[config.mk]
export PLATFORM = sky130hd
export DESIGN_NAME = run_len_fsm
export DESIGN_NICKNAME = d
export VERILOG_FILES = /design/src/rtl/run_len_fsm.sv
export SDC_FILE = /design/constraint.sdc
export NUM_CORES = 1
export LEC_CHECK = 0
export ABC_AREA = 0
export BUFFER_PORTS_ARGS = -buffer_cell sky130_fd_sc_hd__buf_2
export CELL_PAD_IN_SITES_DETAIL_PLACEMENT = 0
export CELL_PAD_IN_SITES_GLOBAL_PLACEMENT = 1
export CORE_AREA = 2 2 39 41
export DETAILED_ROUTE_END_ITERATION = 10
export DIE_AREA = 0 0 41 43
export PLACE_DENSITY = 0.6
export SLEW_MARGIN = 20
export SYNTH_ARGS = -nofsm -noshare
export SYNTH_HDL_FRONTEND = slang
export SYNTH_SLANG_ARGS = --single-unit
[constraint.sdc]
create_clock -name clk -period 1.4 [get_ports clk]
set_input_delay 0.21 -clock clk [delete_from_list [all_inputs] [get_ports clk]]
set_output_delay 0.21 -clock clk [all_outputs]
set_load 0.02 [all_outputs]
[src/rtl/run_len_fsm.sv]
// Run-length detector: counts sampled-high cycles of x, flags partial
// progress (z1) and threshold reached (z2), with optional timed rearm.
module run_len_fsm #(
    parameter int THRESH         = 3,
    parameter int CNT_W          = 2,
    parameter bit RESTART_ON_LOW = 1'b0,
    parameter bit AUTO_REARM     = 1'b0,
    parameter int HOLD_CYC       = 4
) (
    input  logic             clk,
    input  logic             reset_n,
    input  logic             en,
    input  logic             clr,
    input  logic             x,
    output logic             z1,
    output logic             z2,
    output logic             done_pulse,
    output logic [CNT_W-1:0] count
);

    localparam int TW = (HOLD_CYC > 1) ? $clog2(HOLD_CYC) : 1;

    localparam logic [CNT_W-1:0] THR  = CNT_W'(THRESH);
    localparam logic [CNT_W-1:0] ONE  = CNT_W'(1);
    localparam logic [TW-1:0]    TLOD = TW'(HOLD_CYC - 1);
    localparam bit               THR1 = (THRESH == 1);

    typedef enum logic [1:0] {
        IDLE = 2'b00,
        RUN  = 2'b01,
        DONE = 2'b10
    } state_t;

    state_t           state_q, state_d;
    logic [CNT_W-1:0] count_q, count_d;
    logic [TW-1:0]    timer_q, timer_d;
    logic             pulse_q, pulse_d;

    always_ff @(posedge clk or negedge reset_n) begin
        if (!reset_n) begin
            state_q <= IDLE;
            count_q <= '0;
            timer_q <= '0;
            pulse_q <= 1'b0;
        end else begin
            state_q <= state_d;
            count_q <= count_d;
            timer_q <= timer_d;
            pulse_q <= pulse_d;
        end
    end

    always_comb begin
        state_d = state_q;
        count_d = count_q;
        timer_d = timer_q;
        pulse_d = 1'b0;
        if (clr) begin
            state_d = IDLE;
            count_d = '0;
            timer_d = '0;
        end else if (en) begin
            case (state_q)
                IDLE: begin
                    if (x) begin
                        count_d = ONE;
                        if (THR1) begin
                            state_d = DONE;
                            timer_d = TLOD;
                            pulse_d = 1'b1;
                        end else begin
                            state_d = RUN;
                        end
                    end else begin
                        count_d = '0;
                    end
                end
                RUN: begin
                    if (x) begin
                        count_d = count_q + ONE;
                        if (count_q + ONE == THR) begin
                            state_d = DONE;
                            timer_d = TLOD;
                            pulse_d = 1'b1;
                        end
                    end else if (RESTART_ON_LOW) begin
                        state_d = IDLE;
                        count_d = '0;
                    end
                end
                DONE: begin
                    // sticky unless timed rearm is enabled
                    if (AUTO_REARM) begin
                        if (timer_q == '0) begin
                            state_d = IDLE;
                            count_d = '0;
                        end else begin
                            timer_d = timer_q - 1'b1;
                        end
                    end
                end
                default: begin
                    state_d = IDLE;
                    count_d = '0;
                    timer_d = '0;
                end
            endcase
        end
    end

    assign z1         = (state_q == RUN);
    assign z2         = (state_q == DONE);
    assign done_pulse = pulse_q;
    assign count      = count_q;

endmodule

==> run metrics <==
Die H=43 um; Detail Route Antenna Nets=0; Fin Setup TNS=0 ns; die area=0.00176 sq mm; detailed-route via count=292; crit path cell chain=nor2b_1 > buf_2; Post-Syn Area=284 sq um; YS warnings=0; Top FF cell, synth=dfrtp_1; number of diodes=0; H-tree depth=1; Initial DRT Pass Iterations=3; clock share of power=45.8%; layout cell share with drive strength beyond 1=32.6%; Buffers & Inverters on Critical Path=1; port buffer count=9; Worst-Margin Slew=0.228 ns; WL/cell=10.9 um; critical path class=reg -> out; # setup viols final=0; CP Max Fanout=7; Inserted Clock Buffers=3; critical path capture point type=primary output; Final period util=94.0%; Chip Width=41 um; # IOs=10; Overall Global Routing Usage=9.89%; starting density of the core=between 20 and 25%; Switching Power=98.0 uW; Power Density=960 mW/mm^2; Post-layout nets=53; relative slew slack=84.8%; Syn Nets=38; status=finished clean; Residual DRC=0; Mapped Cells=32; Startpoint Class=flip-flop; HPWL after detailed placement=501 um; main area contributors after synthesis=dfrtp_1 (44%), a21oi_1 (5.3%), ha_1 (4.4%), nor2b_1 (4.4%), or3_1 (4.4%); worst-skew pair later-pin latency=0.25 ns; f_max=760 MHz; Peak VDD IR=0.339 mV; Max Cap Violations=0; clk sinks=5; final wirelength=674 um; dominant cell type by area after synthesis=dfrtp_1; Logic pwr share=12.8%; Via density=roughly 4.7; TritonCTS clock tree=yes; Seq pwr share=41.4%; Final Total Pwr=between 300 and 400 uW; P&R area growth vs syn=36.1%; count leader, synth=dfrtp_1; vias in the first global route=266; first-pass GRT wire length=1.09 mm; cell internal pwr=roughly 270 uW; Final min period=1.32 ns; CP peak stage delay=0.43 ns; Pleak=between 0.15 and 0.2 nW; final hold violations=0; CP max-delay cell=dfrtp_1; final RePlAce weighted congestion=0.703; num rows=14; EDFF count, synth=0; gr ovfl total=0; post-CTS sizing=0; pin count of the biggest net entering global routing=9; asr flop ratio synth=between 90% and 100%; Hold Path Class=in -> reg; WP data required=1.19 ns; clock buffer depth=2; post-synth cell types=19; FF+latch count, synth=5; post-synth top area share=44.1%; Core Box Area=approximately 0.0014 sq mm; Switching Share=between 20% and 30%; RSZ-0062 raised after global routing=true; initial antenna violation count=0; Reg clk slew, reported paths=0.05 ns; clock root buffer master=clkbuf_4; DR iter-0 viols=3; CP delay by family, top=flip-flops; CP arrival=1.11 ns; sequential share of the synthesized area=between 40% and 50%; clk_skew=0.00759 ns; syn avg cell area=8.88 sq um; Slew Viols, Final=0; most common library cells after synthesis=dfrtp_1 (5), a21oi_1 (3), inv_1 (3), nand2_1 (3)
-- routing by layer --
layer / GRT usage (%) / vias up / share of wire (%)
li1: - / 141 / -
met1: 11.1 / 133 / 49
met2: 12.5 / 14 / 39
met3: 4.71 / 4 / 8.8
met4: 10.0 / 0 / 3.1
met5: 0 / - / 0
-- flip-flops by register name, indices dropped and copies added (netlist names) --
name	cells
count	2
done_pulse	1
state_q	2
-- repair_timing --
item	in CTS	in global routing
endpoints found under the setup margin	0	1
buffers inserted	0	0
endpoints found under the hold margin	5	0
hold buffers	1	0
-- per-stage QoR --
stage	setup slack, ns	cells	hold slack, ns	utilization [%]	instance area [sq um]
6_report	0.0834	62	0.201	27.9	387
5_1_grt	-0.00761	62	0.193	27.9	387
4_1_cts	0.0731	62	0.188	27.9	387
3_5_place_dp	0.180	57	0.0283	25.2	349
3_3_place_gp	0.168	57	0.0305	25.2	349
2_1_floorplan	0.178	32	-0.0856	-	284
-- final timing paths --
path | startpoint | end | slack (ns) | depth (start not counted)
max reg2reg | count[0]$_DFFE_PN0P_ | state_q[1]$_DFFE_PN0P_ | 0.17 | 5
max in group asynchronous | reset_n | done_pulse$_DFF_PN0_ | 0.96 | 2
min reg2reg | count[0]$_DFFE_PN0P_ | count[0]$_DFFE_PN0P_ | 0.57 | 2
min | clr | state_q[1]$_DFFE_PN0P_ | 0.20 | 2
max | state_q[0]$_DFFE_PN0P_ | z1 | 0.08 | 2
min in group asynchronous | reset_n | count[1]$_DFFE_PN0P_ | 0.30 | 2
-- power groups by stage --
stage | Combinational [mW] | Sequential [mW] | Clock, mW
finish | 0.0477 | 0.154 | 0.170
global route | 0.0529 | 0.154 | 0.191
CTS | 0.0479 | 0.153 | 0.176
detailed placement | 0.0454 | 0.156 | 0
global placement | 0.0465 | 0.156 | 0
floorplan | 0.0222 | 0.157 | 0
-- cell type report --
class / instances / area (sq um)
Inverter: 3 / 11.3
Timing Repair Buffer: 10 / 55.1
Clock inverter: 1 / 5.00
Multi-Input combinational cell: 24 / 148
Clock buffer: 3 / 22.5
Tap cell: 16 / 20.0
Fill cell: 156 / 997
Sequential cell: 5 / 125
-- worst reg2reg max path, stage by stage, from the launching register on --
cell,delay [ns]
dfrtp_1,0.39
inv_1,0.07
ha_1,0.22
nand2_1,0.06
or3_1,0.30
a21oi_1,0.12
-- cell usage in the layout (no fill, tap or decap), drive strengths merged, types with 2 or more instances in the layout --
cell    instances
a21oi           3
nor2b           2
dfrtp           5
or3             2
nor2            2
inv             3
clkbuf          3
buf             9
nand2           4
-- cells by family (layout without fill, tap and decap cells) --
logic type,count (synthesis),count (layout),share of synthesized area [%]
AOI/OAI and AO/OA,9,9,20.7
adders and majority gates,1,1,4.40
buffers and inverters,3,17,3.96
DFF,5,5,44.1
and+or+nand+nor,14,14,26.9
No activity file was read; power rests on OpenSTA's default activity.
